--- src/rtl/vga_timing_monitor_if.sv ---
// Sampled VGA pins plus the recovered-timing outputs of the monitor.
// The source (pattern generator or bench) uses master; the monitor uses slave.
interface vga_timing_monitor_if;
  logic        hsync;
  logic        vsync;
  logic [5:0]  rrggbb;
  logic        pixel_valid;
  logic [9:0]  x;
  logic [9:0]  y;
  logic [5:0]  pixel;
  logic        frame_done;
  logic [15:0] frame_sig;
  logic        frame_good;
  logic        locked;
  logic [7:0]  err_cnt;

  modport master (
    output hsync, vsync, rrggbb,
    input  pixel_valid, x, y, pixel, frame_done, frame_sig, frame_good, locked, err_cnt
  );

  modport slave (
    input  hsync, vsync, rrggbb,
    output pixel_valid, x, y, pixel, frame_done, frame_sig, frame_good, locked, err_cnt
  );
endinterface

--- src/rtl/vga_timing_monitor.sv ---
// Receive-side VGA monitor: recovers line/frame timing, checks it against the
// nominal mode, reports active-pixel coordinates and a per-frame signature.
//
// state      | meaning
// S_HUNT     | no clean frame since reset or since the last timing error
// S_ONE_GOOD | one clean frame completed, need one more
// S_LOCKED   | two or more consecutive clean frames, timing stable
module vga_timing_monitor #(
  parameter int H_ACTIVE = 640,
  parameter int H_FRONT  = 16,
  parameter int H_SYNC   = 96,
  parameter int H_BACK   = 48,
  parameter int V_ACTIVE = 480,
  parameter int V_FRONT  = 10,
  parameter int V_SYNC   = 2,
  parameter int V_BACK   = 33,
  parameter int SYNC_POL = 0
) (
  input logic clk,
  input logic rst,
  vga_timing_monitor_if.slave bus
);

  localparam int H_TOTAL = H_ACTIVE + H_FRONT + H_SYNC + H_BACK;
  localparam int V_TOTAL = V_ACTIVE + V_FRONT + V_SYNC + V_BACK;

  localparam logic [10:0] H_LINE_END = 11'(H_TOTAL - 1);
  localparam logic [10:0] H_WIDTH    = 11'(H_SYNC);
  localparam logic [10:0] H_TO_PRE   = 11'(2 * H_TOTAL - 1);
  localparam logic [10:0] H_WIN_LO   = 11'(H_SYNC + H_BACK);
  localparam logic [10:0] H_WIN_HI   = 11'(H_SYNC + H_BACK + H_ACTIVE);
  localparam logic [9:0]  V_FRAME_END = 10'(V_TOTAL - 1);
  localparam logic [9:0]  V_WIN_LO   = 10'(V_SYNC + V_BACK - 1);
  localparam logic [9:0]  V_WIN_HI   = 10'(V_SYNC + V_BACK - 1 + V_ACTIVE);
  localparam logic        SYNC_LVL   = 1'(SYNC_POL);

  typedef enum logic [1:0] {S_HUNT, S_ONE_GOOD, S_LOCKED} lock_t;

  lock_t       lock_st, lock_next;
  logic        hs_act, hs_act_d, vs_act, vs_act_d;
  logic [5:0]  rgb_s1;
  logic [10:0] h_cnt, h_next;
  logic [9:0]  v_cnt, v_next;
  logic        vpend, seen_ha, seen_bnd, line_err, frame_err;
  logic [15:0] sig, sig_next;
  logic        ha, hd, va, bnd, bnd_chk;
  logic        width_bad, len_bad, line_bad, frame_len_bad, timeout, err_evt;
  logic        frame_ok, in_win;

  // h_next/v_next are the raster position of the sample now held in S1;
  // the registered h_cnt/v_cnt lag that by one sample.
  always_comb begin
    ha  = hs_act & ~hs_act_d;
    hd  = ~hs_act & hs_act_d;
    va  = vs_act & ~vs_act_d;
    bnd = ha & (vpend | va);
    bnd_chk = bnd & seen_bnd;

    h_next = h_cnt;
    if (ha)                 h_next = '0;
    else if (h_cnt != '1)   h_next = h_cnt + 11'd1;

    v_next = v_cnt;
    if (bnd)                v_next = '0;
    else if (ha && v_cnt != '1) v_next = v_cnt + 10'd1;

    width_bad     = hd & (h_next != H_WIDTH);
    len_bad       = ha & seen_ha & (h_cnt != H_LINE_END);
    line_bad      = width_bad | (len_bad & ~line_err);
    frame_len_bad = bnd_chk & (v_cnt != V_FRAME_END);
    timeout       = ~ha & (h_cnt == H_TO_PRE);
    err_evt       = line_bad | frame_len_bad | timeout;
    frame_ok      = ~frame_len_bad & ~frame_err & ~line_bad & ~timeout;

    in_win = seen_bnd & (h_next >= H_WIN_LO) & (h_next < H_WIN_HI)
                      & (v_next >= V_WIN_LO) & (v_next < V_WIN_HI);

    sig_next = sig;
    if (bus.pixel_valid) sig_next = {sig[14:0], sig[15]} ^ {10'b0, bus.pixel};
  end

  always_comb begin
    lock_next = lock_st;
    if (err_evt) begin
      lock_next = S_HUNT;
    end else if (bnd_chk) begin
      if (!frame_ok)                 lock_next = S_HUNT;
      else if (lock_st == S_HUNT)    lock_next = S_ONE_GOOD;
      else                           lock_next = S_LOCKED;
    end
  end

  always_ff @(posedge clk) begin
    if (rst) lock_st <= S_HUNT;
    else     lock_st <= lock_next;
  end

  assign bus.locked = (lock_st == S_LOCKED);

  always_ff @(posedge clk) begin
    if (rst) begin
      hs_act         <= 1'b0;
      hs_act_d       <= 1'b0;
      vs_act         <= 1'b0;
      vs_act_d       <= 1'b0;
      rgb_s1         <= '0;
      h_cnt          <= '0;
      v_cnt          <= '0;
      vpend          <= 1'b0;
      seen_ha        <= 1'b0;
      seen_bnd       <= 1'b0;
      line_err       <= 1'b0;
      frame_err      <= 1'b0;
      sig            <= '0;
      bus.pixel_valid <= 1'b0;
      bus.x          <= '0;
      bus.y          <= '0;
      bus.pixel      <= '0;
      bus.frame_done <= 1'b0;
      bus.frame_sig  <= '0;
      bus.frame_good <= 1'b0;
      bus.err_cnt    <= '0;
    end else begin
      hs_act   <= (bus.hsync == SYNC_LVL);
      vs_act   <= (bus.vsync == SYNC_LVL);
      hs_act_d <= hs_act;
      vs_act_d <= vs_act;
      rgb_s1   <= bus.rrggbb;
      h_cnt    <= h_next;
      v_cnt    <= v_next;

      if (bnd)     vpend <= 1'b0;
      else if (va) vpend <= 1'b1;
      if (ha)  seen_ha  <= 1'b1;
      if (bnd) seen_bnd <= 1'b1;

      // A line already flagged for width is not charged again for length.
      if (ha)             line_err <= 1'b0;
      else if (width_bad) line_err <= 1'b1;

      if (bnd)                       frame_err <= 1'b0;
      else if (line_bad || timeout)  frame_err <= 1'b1;

      if (err_evt && bus.err_cnt != 8'hFF) bus.err_cnt <= bus.err_cnt + 8'd1;

      bus.pixel_valid <= in_win;
      if (in_win) begin
        bus.x     <= 10'(h_next - H_WIN_LO);
        bus.y     <= v_next - V_WIN_LO;
        bus.pixel <= rgb_s1;
      end

      sig            <= bnd ? 16'h0000 : sig_next;
      bus.frame_done <= bnd_chk;
      if (bnd_chk) begin
        bus.frame_sig  <= sig_next;
        bus.frame_good <= frame_ok;
      end
    end
  end

endmodule

--- src/flat_wrapper.sv ---
// flat-port wrapper written by rule: the top's interface ports become plain ports
module vga_timing_monitor_flat 
#(
  parameter int H_ACTIVE = 640,
  parameter int H_FRONT  = 16,
  parameter int H_SYNC   = 96,
  parameter int H_BACK   = 48,
  parameter int V_ACTIVE = 480,
  parameter int V_FRONT  = 10,
  parameter int V_SYNC   = 2,
  parameter int V_BACK   = 33,
  parameter int SYNC_POL = 0
)
  (clk, rst, bus_hsync, bus_vsync, bus_rrggbb, bus_pixel_valid, bus_x, bus_y, bus_pixel, bus_frame_done, bus_frame_sig, bus_frame_good, bus_locked, bus_err_cnt);
  vga_timing_monitor_if bus_i ();
  input logic clk;
  input logic rst;
  input wire logic [$bits(bus_i.hsync)-1:0] bus_hsync;
  input wire logic [$bits(bus_i.vsync)-1:0] bus_vsync;
  input wire logic [$bits(bus_i.rrggbb)-1:0] bus_rrggbb;
  output wire logic [$bits(bus_i.pixel_valid)-1:0] bus_pixel_valid;
  output wire logic [$bits(bus_i.x)-1:0] bus_x;
  output wire logic [$bits(bus_i.y)-1:0] bus_y;
  output wire logic [$bits(bus_i.pixel)-1:0] bus_pixel;
  output wire logic [$bits(bus_i.frame_done)-1:0] bus_frame_done;
  output wire logic [$bits(bus_i.frame_sig)-1:0] bus_frame_sig;
  output wire logic [$bits(bus_i.frame_good)-1:0] bus_frame_good;
  output wire logic [$bits(bus_i.locked)-1:0] bus_locked;
  output wire logic [$bits(bus_i.err_cnt)-1:0] bus_err_cnt;
  assign bus_i.hsync = bus_hsync;
  assign bus_i.vsync = bus_vsync;
  assign bus_i.rrggbb = bus_rrggbb;
  assign bus_pixel_valid = bus_i.pixel_valid;
  assign bus_x = bus_i.x;
  assign bus_y = bus_i.y;
  assign bus_pixel = bus_i.pixel;
  assign bus_frame_done = bus_i.frame_done;
  assign bus_frame_sig = bus_i.frame_sig;
  assign bus_frame_good = bus_i.frame_good;
  assign bus_locked = bus_i.locked;
  assign bus_err_cnt = bus_i.err_cnt;
  vga_timing_monitor #(.H_ACTIVE(H_ACTIVE), .H_FRONT(H_FRONT), .H_SYNC(H_SYNC), .H_BACK(H_BACK), .V_ACTIVE(V_ACTIVE), .V_FRONT(V_FRONT), .V_SYNC(V_SYNC), .V_BACK(V_BACK), .SYNC_POL(SYNC_POL)) u_core (.clk(clk), .rst(rst), .bus(bus_i));
endmodule
--- config.mk ---
export PLATFORM = sky130hd
export DESIGN_NAME = vga_timing_monitor_flat
export DESIGN_NICKNAME = d
export VERILOG_FILES = /design/src/rtl/vga_timing_monitor_if.sv /design/src/rtl/vga_timing_monitor.sv /design/src/flat_wrapper.sv
export SDC_FILE = /design/constraint.sdc
export NUM_CORES = 1
export LEC_CHECK = 0
export CORE_MARGIN = 2
export CORE_UTILIZATION = 46
export CTS_CLUSTER_DIAMETER = 30
export CTS_CLUSTER_SIZE = 28
export DETAILED_ROUTE_END_ITERATION = 12
export PLACE_DENSITY = 0.77
export SETUP_SLACK_MARGIN = 0.5
export SLEW_MARGIN = 20
export SYNTH_ARGS = -nofsm -noshare
export SYNTH_HDL_FRONTEND = slang
export SYNTH_SLANG_ARGS = --single-unit
--- constraint.sdc ---
create_clock -name clk -period 4.2 [get_ports clk]
set_clock_uncertainty 0.15 [all_clocks]
set_input_delay 0.84 -clock clk [delete_from_list [all_inputs] [get_ports clk]]
set_output_delay 0.84 -clock clk [all_outputs]
set_load 0.05 [all_outputs]
Word level (Yosys, flattened, before mapping)
Cells that the tools add are included.
{"block": "word_totals", "ff_bits": 107, "latchBits": 0, "ram_bits": 0, "rom_bits": 0, "inputBits": 10, "out_inout_bits": 54, "word_cells": 87, "mem_count": 0}
{"block": "op_classes", "add_sub_neg": 5, "n_mul": 0, "n_div": 0, "n_lt_le_gt_ge": 4, "eq_ne": 8, "shift": 0, "n_mux": 7, "bitwise": 34, "n_reduce_logical": 7}
{"cell": "$mux 11", "n": 2}
{"cell": "$mux 10", "n": 2}
{"cell": "$ne 10x10->1 const B", "n": 2}
{"cell": "$and 1x1->1", "n": 18}
{"cell": "$mux 16", "n": 1}
{"cell": "$xor 16x6->16", "n": 1}
{"cell": "$add 11x1->11 const B", "n": 1}
{"cell": "$eq 11x11->1 const B", "n": 1}
{"cell": "$ge 11x8->1 const B", "n": 1}
{"cell": "$lt 11x10->1 const B", "n": 1}
{"cell": "$ne 11x10->1 const B", "n": 1}
{"cell": "$ne 11x11->1 const B", "n": 1}
{"cell": "$ne 11x7->1 const B", "n": 1}
{"cell": "$not 1->1", "n": 11}
{"cell": "$add 10x1->10 const B", "n": 1}
{"cell": "$ge 10x6->1 const B", "n": 1}
{"cell": "$lt 10x10->1 const B", "n": 1}
{"cell": "$sub 10x6->10 const B", "n": 1}
{"cell": "$sub 10x8->10 const B", "n": 1}
{"cell": "$add 8x1->8 const B", "n": 1}
{"cell": "$ne 8x8->1 const B", "n": 1}
{"cell": "$reduce_or 2->1", "n": 3}
{"cell": "$mux 2", "n": 2}
{"cell": "$or 1x1->1", "n": 4}
{"cell": "other kinds (4)", "n": 5}

Logic depth before layout (Yosys ltp)
Gate-level depths: netlist of the first run.
{"block": "depth", "depth_word": 11, "depth_mapped": 13}

Worst setup path before layout of the first run
OpenSTA, ideal clock, no wires.
{"block": "synth_timing", "kind": "reg-to-reg", "from": "register u_core.h_cnt[0]", "to": "register u_core.bus.err_cnt[3]", "t_arrival_ps": 3109, "required_time_ps": 3922, "path_slack_ps": 813, "path_stages_with_launch": 13, "cell_sequence": "dfxtp_1 ha_1 nand4_1 o31a_1 a311o_1 inv_1 ha_1 or4b_1 o41ai_2 a32oi_2 nand4_1 xor2_1 nor2_1"}
{"block": "synth_between", "elab_chain_cells": 9}
{"item": "from (decl)", "line_no": "vga_timing_monitor.sv:42", "text": "logic [10:0] h_cnt, h_next;"}
{"item": "from (signal assigned)", "line_no": "vga_timing_monitor.sv:129", "text": "h_cnt <= h_next;"}
{"item": "$add 11x1->11 / $ne 11x11->1 (equally long branches)", "line_no": "vga_timing_monitor.sv:61", "text": "else if (h_cnt != '1) h_next = h_cnt + 11'd1;"}
{"item": "$mux 11 (*)", "line_no": "vga_timing_monitor.sv:61"}
{"item": "$mux 11 (*)", "line_no": "vga_timing_monitor.sv:60", "text": "if (ha) h_next = '0;"}
{"item": "net u_core.h_next[5]", "line_no": "vga_timing_monitor.sv:42"}
{"item": "$ne 11x7->1 (*)", "line_no": "vga_timing_monitor.sv:67", "text": "width_bad = hd & (h_next != H_WIDTH);"}
{"item": "$and 1x1->1 (*)", "line_no": "vga_timing_monitor.sv:67"}
{"item": "$or 1x1->1 (*)", "line_no": "vga_timing_monitor.sv:69", "text": "line_bad = width_bad | (len_bad & ~line_err);"}
{"item": "$or 1x1->1 (*) (2 in series)", "line_no": "vga_timing_monitor.sv:72", "text": "err_evt = line_bad | frame_len_bad | timeout;"}
{"item": "$logic_and 1x1->1 (*)", "line_no": "vga_timing_monitor.sv:144", "text": "if (err_evt && bus.err_cnt != 8'hFF) bus.err_cnt <= bus.err_cnt + 8'd1;"}
{"item": "to (signal assigned)", "line_no": "vga_timing_monitor.sv:144"}
{"item": "to (decl)", "line_no": "vga_timing_monitor_if.sv:24", "text": "output pixel_valid, x, y, pixel, frame_done, frame_sig, frame_good, locked, err_cnt"}
The timed path passes the listed nets; every way through them passes the cells marked *.
A chain may end at the register's enable or synchronous reset.

Final worst setup path of the first run
{"block": "layout_timing", "from": "register u_core.h_cnt[0]", "to": "register u_core.bus.err_cnt[7]"}
Same word-level chain as after synthesis.

==> flow_metrics.tcl, run 1 <==
set metrics [dict create \
    finalSetupViolCount 0 \
    final_nets 633 \
    intPower_mw 1.30 \
    hp-class "register to register" \
    clock_sinks 107 \
    routed_via_density 5.47 \
    antenna_cells 0 \
    htreeDepth 3 \
    io_buffers 63 \
    placed_cell_area_sq_mm 0.00569 \
    ys_warn_count 0 \
    grt_pass1_wl_microns 19600 \
    ir_worst_vdd_v 0.000155 \
    netlist.area_leader.share_pct 42.8 \
    dp_hpwl_microns 8270 \
    fin_crit_ns 3.48 \
    start_util_pct 46.5 \
    critPathSlowestCell "or4b_1" \
    ys_seq_elements 107 \
    drive_gt1_share_pct 7.27 \
    place.gp.congestion 0.909 \
    cp_max_fo 7 \
    cpLargestDelayFamily "compound AO/OA/AOI/OAI gates" \
    overflow 0 \
    r2r-start "u_core.h_cnt[0]" \
    min_from "u_core.rgb_s1[2]" \
    synth_area_leaders "dfxtp_1 (43%), nor2_1 (5.9%), mux2i_1 (5.6%)" \
    status "finished clean" \
    tritoncts "yes" \
    rrSetupSlack_ns 0.72 \
    yosysMostFrequentCell "dfxtp_1" \
    cts-root-buf "clkbuf_8" \
    powerDensity_mw_per_mm2 302 \
    async_flop_share_pct 0 \
    reg2reg_to "u_core.bus.err_cnt[7]" \
    syn-cell-area_sq_mm 0.00500 \
    dr_total_vias 4151 \
    dp_worst_setup_slack_ns 0.471 \
    cts_buffers 9 \
    syn-mean-instance-area_sq_um 8.85 \
    wl_per_cell_microns 15.4 \
    crit_chain "ha_2 -> nand4_1 -> o31a_1 -> a311o_1 -> inv_1 -> ha_1 -> or4b_1 -> o41ai_4 -> a32oi_2 -> nand4_1 -> xor2_1 -> nor2_1" \
    setup_tns_ns 0 \
    yosysSeqAreaShare_pct 42.8 \
    instances_no_fill 759 \
    hold_end "u_core.bus.pixel[2]" \
    grt_pass1_vias 3938 \
    wl_microns 11700 \
    track_usage_pct 21.0 \
    antenna_found_initial 0 \
    fp.dieH_microns 108 \
    synth_cells 565 \
    synth.distinct_cells 70 \
    cpPeakStageDelay_ns 0.49 \
    worstPathArrival_ns 3.59 \
    rsz0062_at_grt "false" \
    finalHoldViolations 0 \
    synth_edf_count 0 \
    num_rows 38 \
    grt_max_degree 57 \
    die_area_sq_mm 0.0117 \
    die_w_microns 108 \
    worst_setup_path_end_kind "register" \
    reg2reg_depth 12 \
    clk_latency_ns 0.37 \
    relSlewSlack_pct 37.7 \
    worst_pin_slew_ns 0.933 \
    synth_flop_cell "dfxtp_1" \
    power_mw 1.79 \
    drtIter0Drc 255 \
    synth_top_area_cell "dfxtp_1" \
    post-route-period-util_pct 82.9 \
    timing_worst_setup_path_type "register to register" \
    power_frac_seq_pct 57.9 \
    crit_required_ns 4.30 \
    area_growth_pct 18.8 \
    drc 0 \
    dp_cells 741 \
    clk_path_buf_depth 2 \
    combinationalPowerShare_pct 5.2 \
    cp-start-kind "register" \
    clock.fmax_mhz 287 \
    clkTransAtPathRegs_ns 0.12 \
    utilization_pct 55.3 \
    drt.antenna.violating_nets 0 \
    maxCapViolCount 0 \
    hold_ws_ns 0.307 \
    setup_slack_ns 0.717 \
    power.net_switching_mw 0.488 \
    p_clk_share_pct 36.9 \
    yosys-top-cells-count "dfxtp_1 (107), nor2_1 (79), nand2_1 (52)" \
    p_leak_nw 2.16 \
    first_pass_iters 4 \
    syn_nets 584 \
    io_pins 64 \
    timing.critical_path.buf_inv 1 \
    drv_slew 0 \
    core-area_sq_mm 0.0107 \
    min_path_cells 2 \
    p_sw_share_pct 27.2 \
    path_common_cell "nand4_1" \
    stdcell_area_sq_mm 0.00594 \
]
## sequential cells by signal, indices dropped and copies added (netlist names), 2 cells and up
register and count:
u_core.bus.err_cnt 8, u_core.bus.y 10, u_core.bus.frame_sig 16, u_core.bus.x 10
u_core.sig 16, u_core.v_cnt 10, u_core.lock_st 2, u_core.bus.pixel 6
u_core.rgb_s1 6, u_core.h_cnt 11
## timing repair
item | in CTS | in global routing
pin swaps | 0 | 2
hold buffers | 0 | 0
setup endpoints to repair | 5 | 10
gates resized for setup | 1 | 2
setup buffers | 0 | 2
## power groups by stage
stage | clock network (mW) | registers [mW] | logic, mW
5_1_grt | 0.713 | 1.04 | 0.104
3_5_place_dp | 0 | 1.06 | 0.0925
3_3_place_gp | 0 | 1.06 | 0.0909
6_report | 0.661 | 1.04 | 0.0937
4_1_cts | 0.675 | 1.04 | 0.0935
2_1_floorplan | 0 | 1.06 | 0.0562
## worst min-delay path, delay by kind of cell (launching register included)
kind	cells	cell delay (ns)
flip-flops	1	0.32
multiplexers	1	0.06
AND/OR/NAND/NOR	1	0.05
## cell families after synthesis
logic type / count (synthesis) / synth area share (%)
AO/OA/AOI/OAI: 114 / 16.2
XOR/XNOR: 19 / 3.33
adder cells (fa/ha/maj): 9 / 2.25
buffers and inverters: 45 / 3.95
flip-flops: 107 / 42.8
multiplexers: 37 / 8.06
AND/OR/NAND/NOR: 234 / 23.4
## layout by cell type (no fill, tap or decap), types with 12 or more instances in the layout
cell | netlist | layout
a211oi_1 | 15 | 15
dfxtp_1 | 107 | 107
inv_1 | 12 | 12
nand2_1 | 52 | 52
o21ai_0 | 19 | 19
mux2i_1 | 28 | 28
nor2b_1 | 19 | 19
nor2_1 | 79 | 79
and3_1 | 15 | 15
clkdlybuf4s50_1 | 0 | 62
a21oi_1 | 28 | 28
nand4_1 | 15 | 15
nand3_1 | 12 | 12
## final cells by class
cell class | count | area, sq um
repair buffers | 71 | 686
multi-input cells | 413 | 2680
clock inverters | 7 | 91.3
inverters | 12 | 45.0
fillers | 984 | 4800
well taps | 140 | 175
flip-flops and latches | 107 | 2140
clock buffers | 9 | 124
## worst max path at each step
stage,end,depth (start not counted),from
2_1_floorplan,u_core.bus.err_cnt[3],12,u_core.h_cnt[0]
3_3_place_gp,u_core.bus.err_cnt[4],12,u_core.h_cnt[0]
3_5_place_dp,u_core.bus.err_cnt[7],12,u_core.h_cnt[0]
4_1_cts,u_core.bus.err_cnt[7],12,u_core.h_cnt[0]
5_1_grt,u_core.bus.err_cnt[7],12,u_core.h_cnt[0]
6_report,u_core.bus.err_cnt[7],12,u_core.h_cnt[0]
## routing by layer
layer | vias up | share of wire [%] | GRT usage, % | wire length (microns)
met5 | - | 0 | 0 | 0
met4 | 0 | 0.85 | 5.22 | 99
met3 | 8 | 3.3 | 3.86 | 389
met2 | 65 | 48 | 35.5 | 5650
met1 | 1969 | 47 | 27.7 | 5530
li1 | 2109 | - | - | -
(Power assumes the default switching activity.)
==> inputs of run 2 (changes only) <==
==> constraint.sdc (replaced) <==
create_clock -name clk -period 3.6 [get_ports clk]
set_clock_uncertainty 0.15 [all_clocks]
set_input_delay 0.72 -clock clk [delete_from_list [all_inputs] [get_ports clk]]
set_output_delay 0.72 -clock clk [all_outputs]
set_load 0.05 [all_outputs]
==> flow_metrics.tcl, run 2 (synthesis results as in run 1) <==
set metrics [dict create \
    worst_pin_slew_ns 0.775 \
    clkTransAtPathRegs_ns 0.11 \
    dp_hpwl_microns 8880 \
    grt_pass1_wl_microns 20800 \
    grt_max_degree 57 \
    first_pass_iters 5 \
    grt_pass1_vias 4337 \
    final_nets 657 \
    track_usage_pct 22.3 \
    drv_slew 0 \
    cts.hold.buffers_added 0 \
    area_growth_pct 24.6 \
    place.gp.congestion 0.868 \
    die_w_microns 108 \
    cp_num_cells 12 \
    fp.dieH_microns 108 \
    cp_max_fo 7 \
    cpLargestDelayFamily "compound AO/OA/AOI/OAI gates" \
    dr_total_vias 4439 \
    crit_required_ns 3.69 \
    drive_gt1_share_pct 14.0 \
    wl_microns 12700 \
    setup_tns_ns 0 \
    worstPathArrival_ns 3.18 \
    drtIter0Drc 220 \
    final_cell_mix "dfxtp_1 (95), nor2_1 (79), clkdlybuf4s50_1 (62)" \
    timing_worst_setup_path_type "register to register" \
    start_util_pct 46.5 \
    timing.critical_path.buf_inv 1 \
    cp-start-kind "register" \
    cts-root-buf "clkbuf_8" \
    htreeDepth 3 \
    endpoint "u_core.bus.err_cnt[5]" \
    core-area_sq_mm 0.0107 \
    reg2reg_to "u_core.bus.err_cnt[5]" \
    rsz0062_at_grt "true" \
    tritoncts "yes" \
    status "finished clean" \
    instances_no_fill 783 \
    clk_path_buf_depth 2 \
    critPathSlowestCell "or4b_4" \
    worst_setup_path_end_kind "register" \
    clock.fmax_mhz 324 \
    antenna_found_initial 0 \
    hp-class "register to register" \
    largestRegisters "u_core.bus.frame_sig x16, u_core.sig x16, u_core.h_cnt x11" \
    io_buffers 63 \
    fin_crit_ns 3.09 \
    drt.antenna.violating_nets 0 \
    finalHoldViolations 0 \
    wl_per_cell_microns 16.2 \
    relSlewSlack_pct 47.0 \
    overflow 0 \
    reg2reg_depth 12 \
    cts_buffers 9 \
    clk_latency_ns 0.37 \
    post-route-period-util_pct 85.9 \
    drc 0 \
    ir_worst_vdd_v 0.000265 \
    routed_via_density 5.67 \
    powerDensity_mw_per_mm2 339 \
    layout_commonest_cell "dfxtp_1" \
    nFillCells 972 \
    maxCapViolCount 0 \
    crit_chain "ha_4 -> nand4_1 -> o31a_1 -> a311o_1 -> inv_1 -> ha_1 -> or4b_4 -> o41ai_4 -> a32oi_4 -> nand4_1 -> xor2_1 -> nor2_1" \
    dp_cells 751 \
    die_area_sq_mm 0.0117 \
    finalSetupViolCount 0 \
    cpPeakStageDelay_ns 0.47 \
    r2r-start "u_core.h_cnt[1]" \
    rrSetupSlack_ns 0.51 \
    io_pins 64 \
    path_common_cell "nand4_1" \
    crit_path_start "u_core.h_cnt[1]" \
    clock_sinks 107 \
    antenna_cells 0 \
    num_rows 38 \
    p_leak_nw 2.29 \
]
## run 2: through the flow
stage               power [mW]  hold WS, ns  setup WS, ns  cell area, sq um  utilization (%)
floorplan                 1.31        0.274         0.514              5030                -
global placement          1.35        0.286         0.401              5800             54.0
detailed placement        1.35        0.287         0.318              5800             54.0
CTS                       2.11        0.303         0.470              6150             57.2
global route              2.18        0.327         0.361              6230             58.0
finish                    2.11        0.304         0.509              6230             58.0
## run 2: per-layer routing
| metal | share of wire, % | wire length [microns] | up-vias | track usage [%] |
|---|---|---|---|---|
| met2 | 47 | 6020 | 124 | 37.3 |
| met4 | 2.4 | 308 | 0 | 8.79 |
| li1 | - | - | 2151 | - |
| met1 | 46 | 5840 | 2138 | 28.5 |
| met5 | 0 | 0 | - | 0 |
| met3 | 4.0 | 505 | 26 | 3.98 |
## run 2: timing repair
item	in CTS	in global routing
setup buffers	12	4
pin swaps	9	10
gates resized for setup	13	12
endpoints found under the setup margin	33	37
## run 2: power breakdown
part / total (mW) / leakage (nW) / switching, mW / internal, mW
combinational: 0.128 / 1.32 / 0.0772 / 0.0512
clock: 0.776 / 0.101 / 0.441 / 0.335
sequential: 1.21 / 0.872 / 0.0130 / 1.20
total: 2.11 / 2.29 / 0.531 / 1.58
## run 2: tightest hold or removal path, delay by kind of cell, from the launching register on
| kind | cells | cell delay (ns) |
|---|---|---|
| muxes | 1 | 0.06 |
| DFF | 1 | 0.32 |
| and+or+nand+nor | 1 | 0.05 |
## run 2: layout make-up
type | count | area, sq um | share of cell area (%)
inverter | 12 | 45.0 | 0.723
sequential | 107 | 2160 | 34.7
tap | 140 | 175 | 2.81
clock buffer | 9 | 124 | 1.99
multi-input combinational | 413 | 2760 | 44.3
clock inverter | 7 | 83.8 | 1.35
timing repair buffer | 95 | 878 | 14.1
## run 2: worst min-delay path by stage
stage,slack (ns),endpoint,cells past startpoint,start
after floorplan,0.27,u_core.bus.pixel[0],2,u_core.rgb_s1[0]
after global placement,0.29,u_core.bus.pixel[1],2,u_core.rgb_s1[1]
after detailed placement,0.29,u_core.bus.pixel[1],2,u_core.rgb_s1[1]
after CTS,0.30,u_core.bus.pixel[1],2,u_core.rgb_s1[1]
after global routing,0.33,u_core.bus.pixel[3],2,u_core.rgb_s1[3]
final,0.30,u_core.bus.pixel[1],2,u_core.rgb_s1[1]
